## src/rtl/bcd_clock_core_if.sv

```systemverilog
// HH:MM:SS core bundle: control/set inputs toward the core, BCD digits and strobes back.
// Latency: n/a (wiring only); all core-driven signals are registered inside the core.
// Backpressure: none; run/config_en gate timekeeping, the core never stalls its driver.
interface bcd_clock_core_if;
    logic       run;
    logic       config_en;
    logic       add_hour;
    logic       add_minute;
    logic       clr_second;
    logic [3:0] h_tens;
    logic [3:0] h_units;
    logic [3:0] m_tens;
    logic [3:0] m_units;
    logic [3:0] s_tens;
    logic [3:0] s_units;
    logic       pm;
    logic       sec_tick;
    logic       day_rollover;

    // Controller / board side: drives run, config and the set levels.
    modport master (
        output run, config_en, add_hour, add_minute, clr_second,
        input  h_tens, h_units, m_tens, m_units, s_tens, s_units,
        input  pm, sec_tick, day_rollover
    );

    // Core side.
    modport slave (
        input  run, config_en, add_hour, add_minute, clr_second,
        output h_tens, h_units, m_tens, m_units, s_tens, s_units,
        output pm, sec_tick, day_rollover
    );
endinterface

```

## src/rtl/bcd_clock_core.sv

```systemverilog
// BCD time-of-day counter (HH:MM:SS) with tick prescaler, 12/24h format and edge-detected set inputs.
// Latency: digits update on the tick edge; set-input edges land one cycle after detection (2 flops).
// Backpressure: none; run=0 holds time and prescaler, config_en=1 freezes time and zeroes the prescaler.
module bcd_clock_core #(
    parameter int TICK_DIV    = 100_000_000,
    parameter bit TWELVE_HOUR = 1'b0
) (
    input  logic              clk,
    input  logic              rst,
    bcd_clock_core_if.slave   bus
);
    localparam int            PW         = (TICK_DIV > 1) ? $clog2(TICK_DIV) : 1;
    localparam logic [PW-1:0] PRESC_LAST = PW'(TICK_DIV - 1);
    // Hour reset value: 12 in 12h mode, 00 in 24h mode.
    localparam logic [3:0]    HT_RST     = TWELVE_HOUR ? 4'd1 : 4'd0;
    localparam logic [3:0]    HU_RST     = TWELVE_HOUR ? 4'd2 : 4'd0;

    logic [PW-1:0] presc;
    logic [3:0]    ht, hu, mt, mu, st, su;
    logic          pm_q;
    logic          sec_tick_q;
    logic          day_q;
    logic          prev_h, prev_m, prev_s;
    logic          rise_h, rise_m, rise_s;

    logic          tick;
    logic [3:0]    ht_n, hu_n, mt_n, mu_n, st_n, su_n;
    logic          pm_n;
    logic          day_n;
    logic [8:0]    sec_inc, min_inc, hr_inc;

    // Minutes/seconds increment: returns {carry_out, tens, units}, wrapping 59 -> 00.
    function automatic logic [8:0] inc_60(input logic [3:0] t, input logic [3:0] u);
        if (u == 4'd9) begin
            if (t == 4'd5) return {1'b1, 4'd0, 4'd0};
            else           return {1'b0, t + 4'd1, 4'd0};
        end
        return {1'b0, t, u + 4'd1};
    endfunction

    // Hour increment: returns {wrap, tens, units}. Wrap is 23->00 (24h) or 11->12 (12h, pm toggles).
    function automatic logic [8:0] inc_hour(input logic [3:0] t, input logic [3:0] u);
        if (TWELVE_HOUR) begin
            if (t == 4'd1 && u == 4'd1) return {1'b1, 4'd1, 4'd2};
            if (t == 4'd1 && u == 4'd2) return {1'b0, 4'd0, 4'd1};
        end else begin
            if (t == 4'd2 && u == 4'd3) return {1'b1, 4'd0, 4'd0};
        end
        if (u == 4'd9) return {1'b0, t + 4'd1, 4'd0};
        return {1'b0, t, u + 4'd1};
    endfunction

    assign tick = bus.run & ~bus.config_en & (presc == PRESC_LAST);

    // Next-state of the time fields: tick carry chain, or config-mode set actions.
    always_comb begin
        sec_inc = inc_60(st, su);
        min_inc = inc_60(mt, mu);
        hr_inc  = inc_hour(ht, hu);
        ht_n    = ht;
        hu_n    = hu;
        mt_n    = mt;
        mu_n    = mu;
        st_n    = st;
        su_n    = su;
        pm_n    = pm_q;
        day_n   = 1'b0;
        if (tick) begin
            {st_n, su_n} = sec_inc[7:0];
            if (sec_inc[8]) begin
                {mt_n, mu_n} = min_inc[7:0];
                if (min_inc[8]) begin
                    {ht_n, hu_n} = hr_inc[7:0];
                    if (hr_inc[8]) begin
                        pm_n  = pm_q ^ TWELVE_HOUR;
                        // Midnight: 23->00 in 24h, PM->AM wrap in 12h.
                        day_n = TWELVE_HOUR ? pm_q : 1'b1;
                    end
                end
            end
        end else if (bus.config_en) begin
            if (rise_h) begin
                {ht_n, hu_n} = hr_inc[7:0];
                pm_n         = pm_q ^ (hr_inc[8] & TWELVE_HOUR);
            end
            if (rise_m) begin
                {mt_n, mu_n} = min_inc[7:0];
            end
            if (rise_s) begin
                st_n = 4'd0;
                su_n = 4'd0;
            end
        end
    end

    // Prescaler: free-runs while enabled, parked at 0 in config so exit restarts a full second.
    always_ff @(posedge clk or posedge rst) begin
        if (rst) begin
            presc <= '0;
        end else if (bus.config_en) begin
            presc <= '0;
        end else if (bus.run) begin
            presc <= (presc == PRESC_LAST) ? '0 : presc + PW'(1);
        end
    end

    // Set-input edge detect: previous-value flops always track, edges only latched in config.
    always_ff @(posedge clk or posedge rst) begin
        if (rst) begin
            prev_h <= 1'b0;
            prev_m <= 1'b0;
            prev_s <= 1'b0;
            rise_h <= 1'b0;
            rise_m <= 1'b0;
            rise_s <= 1'b0;
        end else begin
            prev_h <= bus.add_hour;
            prev_m <= bus.add_minute;
            prev_s <= bus.clr_second;
            rise_h <= bus.add_hour   & ~prev_h & bus.config_en;
            rise_m <= bus.add_minute & ~prev_m & bus.config_en;
            rise_s <= bus.clr_second & ~prev_s & bus.config_en;
        end
    end

    // Time registers and strobes; strobes are high for the cycle following the tick edge.
    always_ff @(posedge clk or posedge rst) begin
        if (rst) begin
            ht         <= HT_RST;
            hu         <= HU_RST;
            mt         <= 4'd0;
            mu         <= 4'd0;
            st         <= 4'd0;
            su         <= 4'd0;
            pm_q       <= 1'b0;
            sec_tick_q <= 1'b0;
            day_q      <= 1'b0;
        end else begin
            ht         <= ht_n;
            hu         <= hu_n;
            mt         <= mt_n;
            mu         <= mu_n;
            st         <= st_n;
            su         <= su_n;
            pm_q       <= pm_n;
            sec_tick_q <= tick;
            day_q      <= day_n;
        end
    end

    assign bus.h_tens       = ht;
    assign bus.h_units      = hu;
    assign bus.m_tens       = mt;
    assign bus.m_units      = mu;
    assign bus.s_tens       = st;
    assign bus.s_units      = su;
    assign bus.pm           = pm_q;
    assign bus.sec_tick     = sec_tick_q;
    assign bus.day_rollover = day_q;
endmodule

```

## src/flat_wrapper.sv

```systemverilog
// flat-port wrapper written by rule: the top's interface ports become plain ports
module bcd_clock_core_flat 
#(
    parameter int TICK_DIV    = 100_000_000,
    parameter bit TWELVE_HOUR = 1'b0
)
  (clk, rst, bus_run, bus_config_en, bus_add_hour, bus_add_minute, bus_clr_second, bus_h_tens, bus_h_units, bus_m_tens, bus_m_units, bus_s_tens, bus_s_units, bus_pm, bus_sec_tick, bus_day_rollover);
  bcd_clock_core_if bus_i ();
  input  logic clk;
  input  logic rst;
  input wire logic [$bits(bus_i.run)-1:0] bus_run;
  input wire logic [$bits(bus_i.config_en)-1:0] bus_config_en;
  input wire logic [$bits(bus_i.add_hour)-1:0] bus_add_hour;
  input wire logic [$bits(bus_i.add_minute)-1:0] bus_add_minute;
  input wire logic [$bits(bus_i.clr_second)-1:0] bus_clr_second;
  output wire logic [$bits(bus_i.h_tens)-1:0] bus_h_tens;
  output wire logic [$bits(bus_i.h_units)-1:0] bus_h_units;
  output wire logic [$bits(bus_i.m_tens)-1:0] bus_m_tens;
  output wire logic [$bits(bus_i.m_units)-1:0] bus_m_units;
  output wire logic [$bits(bus_i.s_tens)-1:0] bus_s_tens;
  output wire logic [$bits(bus_i.s_units)-1:0] bus_s_units;
  output wire logic [$bits(bus_i.pm)-1:0] bus_pm;
  output wire logic [$bits(bus_i.sec_tick)-1:0] bus_sec_tick;
  output wire logic [$bits(bus_i.day_rollover)-1:0] bus_day_rollover;
  assign bus_i.run = bus_run;
  assign bus_i.config_en = bus_config_en;
  assign bus_i.add_hour = bus_add_hour;
  assign bus_i.add_minute = bus_add_minute;
  assign bus_i.clr_second = bus_clr_second;
  assign bus_h_tens = bus_i.h_tens;
  assign bus_h_units = bus_i.h_units;
  assign bus_m_tens = bus_i.m_tens;
  assign bus_m_units = bus_i.m_units;
  assign bus_s_tens = bus_i.s_tens;
  assign bus_s_units = bus_i.s_units;
  assign bus_pm = bus_i.pm;
  assign bus_sec_tick = bus_i.sec_tick;
  assign bus_day_rollover = bus_i.day_rollover;
  bcd_clock_core #(.TICK_DIV(TICK_DIV), .TWELVE_HOUR(TWELVE_HOUR)) u_core (.clk(clk), .rst(rst), .bus(bus_i));
endmodule
```

## config.mk

```make
export PLATFORM = sky130hd
export DESIGN_NAME = bcd_clock_core_flat
export DESIGN_NICKNAME = d
export VERILOG_FILES = /design/src/rtl/bcd_clock_core_if.sv /design/src/rtl/bcd_clock_core.sv /design/src/flat_wrapper.sv
export SDC_FILE = /design/constraint.sdc
export NUM_CORES = 1
export LEC_CHECK = 0
export BUFFER_PORTS_ARGS = -buffer_cell sky130_fd_sc_hd__buf_2
export CORE_MARGIN = 4
export CORE_UTILIZATION = 53
export DETAILED_ROUTE_END_ITERATION = 10
export GPL_TIMING_DRIVEN = 1
export PLACE_DENSITY = 0.8
export SETUP_SLACK_MARGIN = 0.02
export SLEW_MARGIN = 40
export SYNTH_ARGS = -nofsm -noshare
export SYNTH_HDL_FRONTEND = slang
export SYNTH_SLANG_ARGS = --single-unit
```

## constraint.sdc

```tcl
create_clock -name clk -period 2.4 [get_ports clk]
set_clock_uncertainty 0.2 [all_clocks]
set_input_delay 0.48 -clock clk [delete_from_list [all_inputs] [get_ports clk]]
set_output_delay 0.48 -clock clk [all_outputs]
set_load 0.005 [all_outputs]
```

==> summary.md <==
| Metric | Value |
|---|---|
| Class of the worst hold path | input port to async pin |
| Clk pin slew, worst setup/hold paths | 0.07 ns |
| Comb power frac | 18.9% |
| Most frequent cells in the layout | 59 x dfrtp_1, 32 x buf_2, 30 x buf_4, 29 x nand3_1, 27 x nand2_1 |
| #FFs+latches synth | 59 |
| Synth Area in Adders | 3.45% |
| Mux contribution to synthesized area | 3.38% |
| Starting DRT DRC Count | 251 |
| Synth Instances | 334 |
| Root Driver | clkbuf_8 |
| RSZ-0062 raised after global routing | true |
| Simple-Gate Fraction of Synth Area | 27.0% |
| Syn Nets | 350 |
| Buf/Inv on CP | 1 |
| Antenna diodes | 0 |
| Post-Syn Area | 3260 um2 |
| Internal power | 2100 uW |
| Area Overhead vs Synth | 24.5% |
| Vias per Instance | 6.23 |
| Total number of vias | 2978 |
| Worst IR drop on VDD | 0.459 mV |
| CP max FO | 5 |
| Maximum level of the CTS H-tree | 3 |
| Max Buffers Root-to-Sink | 2 |
| Vias in the first global route | 2762 |
| Initial antenna violation count | 0 |
| GR Util All Layers | 21.9% |
| Tcrit/Tclk final | 98.0% |
| Drt wl/cell | 17.1 um |
| Fin util | 68.2% |
| TNS Setup | 0 ns |
| CTS sink count | 59 |
| Ys flop type | dfrtp_1 |
| Worst hold-check slack | -0.0130 ns |
| Latest clock arrival within the worst-skew pair | 0.34 ns |
| Run status | finished, violations left |
| Post-synthesis sequential area ratio | 45.3% |
| Gpl congestion | 0.816 |
| Commonest non-fill, non-tap cell in the layout | dfrtp_1 |
| Die area | 7470 um2 |
| Largest net degree at the start of global routing | 60 |
| Storage cell area | 1480 um2 |
| Largest cells by area after synthesis | dfrtp_1 45%, nand3_1 4.4%, ha_1 3.5% |
| Core Area | 5960 um2 |
| Post-synth EDFFs | 0 |
| Die Wd | 86.5 um |
| First-pass GRT wire length | 13.1 mm |
| Sw frac | 28.3% |
| Data required time of the worst path | 2.43 ns |
| Seq pwr share | 42.8% |
| Crit start category | register |
| Hold Fails Final Rpt | 12 |
| Num CTS Buffers | 9 |
| PwrDens | 720 nW/um2 |
| Yosys top cell area share | 45.3% |
| Crit path kind | register to register |
| Syn Area/Cell | 9.77 um2 |
| Crit-path cells | or4b_4 -> nor4_4 -> buf_4 -> nand4b_4 -> a21boi_2 -> mux2_4 |
| Max-cap viol count | 0 |
| Setup crit end kind | register |
| Stages on worst setup path | 6 |
| Compound-Gate Fraction of Synth Area | 15.4% |
| Async S/R FF share, synth | 100% |
| # rows | 28 |
| Router iterations before antenna repair | 4 |
| Overflow after GRT | 0 |
| Final count of negative-setup-slack endpoints | 0 |
| CTS tree | done |
| Fill count | 416 |
| Distinct cells, synth | 58 |
| Hpwl dp | 5.37 mm |
| Hold-fix buffers, CTS | 0 |
| Switching power | 827 uW |
| Reg2reg path depth | 6 |
| Die height | 86.5 um |
| Nets | 414 |
| Slowest stage cell, crit path | or4b_4 |
| Top Ports | 34 |
| Max stage delay on crit path | 0.56 ns |
| Cell taking the most area after synthesis | dfrtp_1 |
| Antenna-violating nets left | 0 |
| Initial Util | 54.8% |
| Arrival time worst endpoint | 2.38 ns |
| Final wirelength | 8.19 mm |
| Main combinational cell family by area after synthesis | simple AND/OR/NAND/NOR gates |
| Fmax | 425 MHz |
| Lkg Pwr | 0.00186 uW |
| DRC violations left | 0 |
| Post-synthesis xor/xnor area fraction | 2.69% |
| Clock power frac | 38.2% |
| # port buffers | 32 |
| Fin. max-slew vios | 0 |
| Min Clock Period, post-route | 2.35 ns |
| Multi-input logic area | 1780 um2 |
| YS warnings | 0 |
| Failing checks | negative hold slack |
| CP top delay family | simple AND/OR/NAND/NOR gates |
| Share of layout cells above drive strength 1 | 28.3% |
-- cells in the mapped netlist (all sizes together), types with 3 or more instances --
master	count
dfrtp	59
nand3	29
nand2	27
a21oi	20
o21ai	19
nor2	17
a31oi	13
nand4	10
ha	9
inv	9
and3	8
mux2	8
nor3	8
nor4	8
buf	7
nand2b	7
and3b	6
xor2	6
clkbuf	5
o211ai	5
o31ai	5
xnor2	4
a21o	3
a22o	3
nand3b	3
nor2b	3
or2	3
-- flip-flops by register name, summed over array words and instances (netlist names), 4 cells and up --
register,flops
u_core.bus.m_units,4
u_core.bus.s_tens,4
u_core.bus.h_tens,4
u_core.bus.m_tens,4
u_core.bus.h_units,4
u_core.bus.s_units,4
u_core.presc,27
-- layout make-up --
cell class                 instances  area share (%)
clock inverter                     5            2.46
timing repair buffer              65            10.8
tap                               75            2.31
clock buffer                      11            3.48
multi-input combinational        254            43.8
inverter                           9           0.832
sequential                        59            36.4
-- cell families (layout without fill, tap and decap cells) --
logic type | count (synthesis) | in the layout
flops | 59 | 59
buf+inv | 21 | 90
xor+xnor | 10 | 10
compound gates | 79 | 79
mux | 10 | 10
simple gates | 145 | 145
other cells | 1 | 1
fa+ha+maj | 9 | 9
-- worst register-to-register path: cells and delay by family (launching register included) --
family | cells | cell delay (ns)
AO/OA/AOI/OAI | 1 | 0.21
buffers and inverters | 1 | 0.19
flip-flops | 1 | 0.42
multiplexers | 1 | 0.31
AND/OR/NAND/NOR | 3 | 0.91
-- power by group through the flow --
stage | sequential [uW] | combinational (uW) | clock, uW
floorplan | 1240 | 318 | 0
global placement | 1250 | 511 | 0
detailed placement | 1260 | 541 | 0
CTS | 1240 | 543 | 1120
global route | 1270 | 613 | 1170
finish | 1250 | 553 | 1120
-- metal layers --
layer | share of wire, % | wire [um] | global-route usage (%) | vias to the layer above
li1 | - | - | - | 1378
met1 | 42 | 3450 | 28.6 | 1466
met2 | 50 | 4120 | 36.2 | 114
met3 | 5.6 | 456 | 4.18 | 20
met4 | 2.0 | 166 | 8.36 | 0
met5 | 0 | 0 | 0 | -
-- worst paths after layout --
| check | start | end | slack [ns] |
|---|---|---|---|
| setup / recovery | u_core.presc[11]$_DFFE_PP0P_ | u_core.bus.m_tens[1]$_DFFE_PP0P_ | 0.05 |
| hold / removal | rst | u_core.bus.h_tens[0]$_DFFE_PP0P_ | -0.01 |
| setup reg to reg | u_core.presc[11]$_DFFE_PP0P_ | u_core.bus.m_tens[1]$_DFFE_PP0P_ | 0.05 |
| hold reg to reg | u_core.bus.h_tens[3]$_DFFE_PP0P_ | u_core.bus.h_tens[3]$_DFFE_PP0P_ | 0.29 |
| max in group asynchronous | rst | u_core.bus.m_tens[0]$_DFFE_PP0P_ | 1.75 |
| min in group clk | bus_clr_second | u_core.prev_s$_DFF_PP0_ | 0.06 |
-- timing repair --
item / in CTS / in global routing
setup endpoints to repair: 4 / 18
gates resized for setup: 0 / 11
buffers inserted: 1 / 4
pin swaps: 3 / 4
-- stage by stage --
| stage | area [um2] | power (uW) | cells | setup slack (ns) | hold slack [ns] |
|---|---|---|---|---|---|
| global placement | 3720 | 1760 | 457 | 0.0718 | 0.267 |
| global route | 4060 | 3050 | 478 | -0.00907 | 0.0321 |
| CTS | 3970 | 2900 | 474 | 0.0206 | 0.00710 |
| floorplan | 3280 | 1560 | 334 | 0.0357 | 0.256 |
| detailed placement | 3720 | 1800 | 457 | 0.0140 | 0.291 |
| finish | 4060 | 2920 | 478 | 0.0483 | -0.0130 |
No activity file was read; power rests on OpenSTA's default activity.
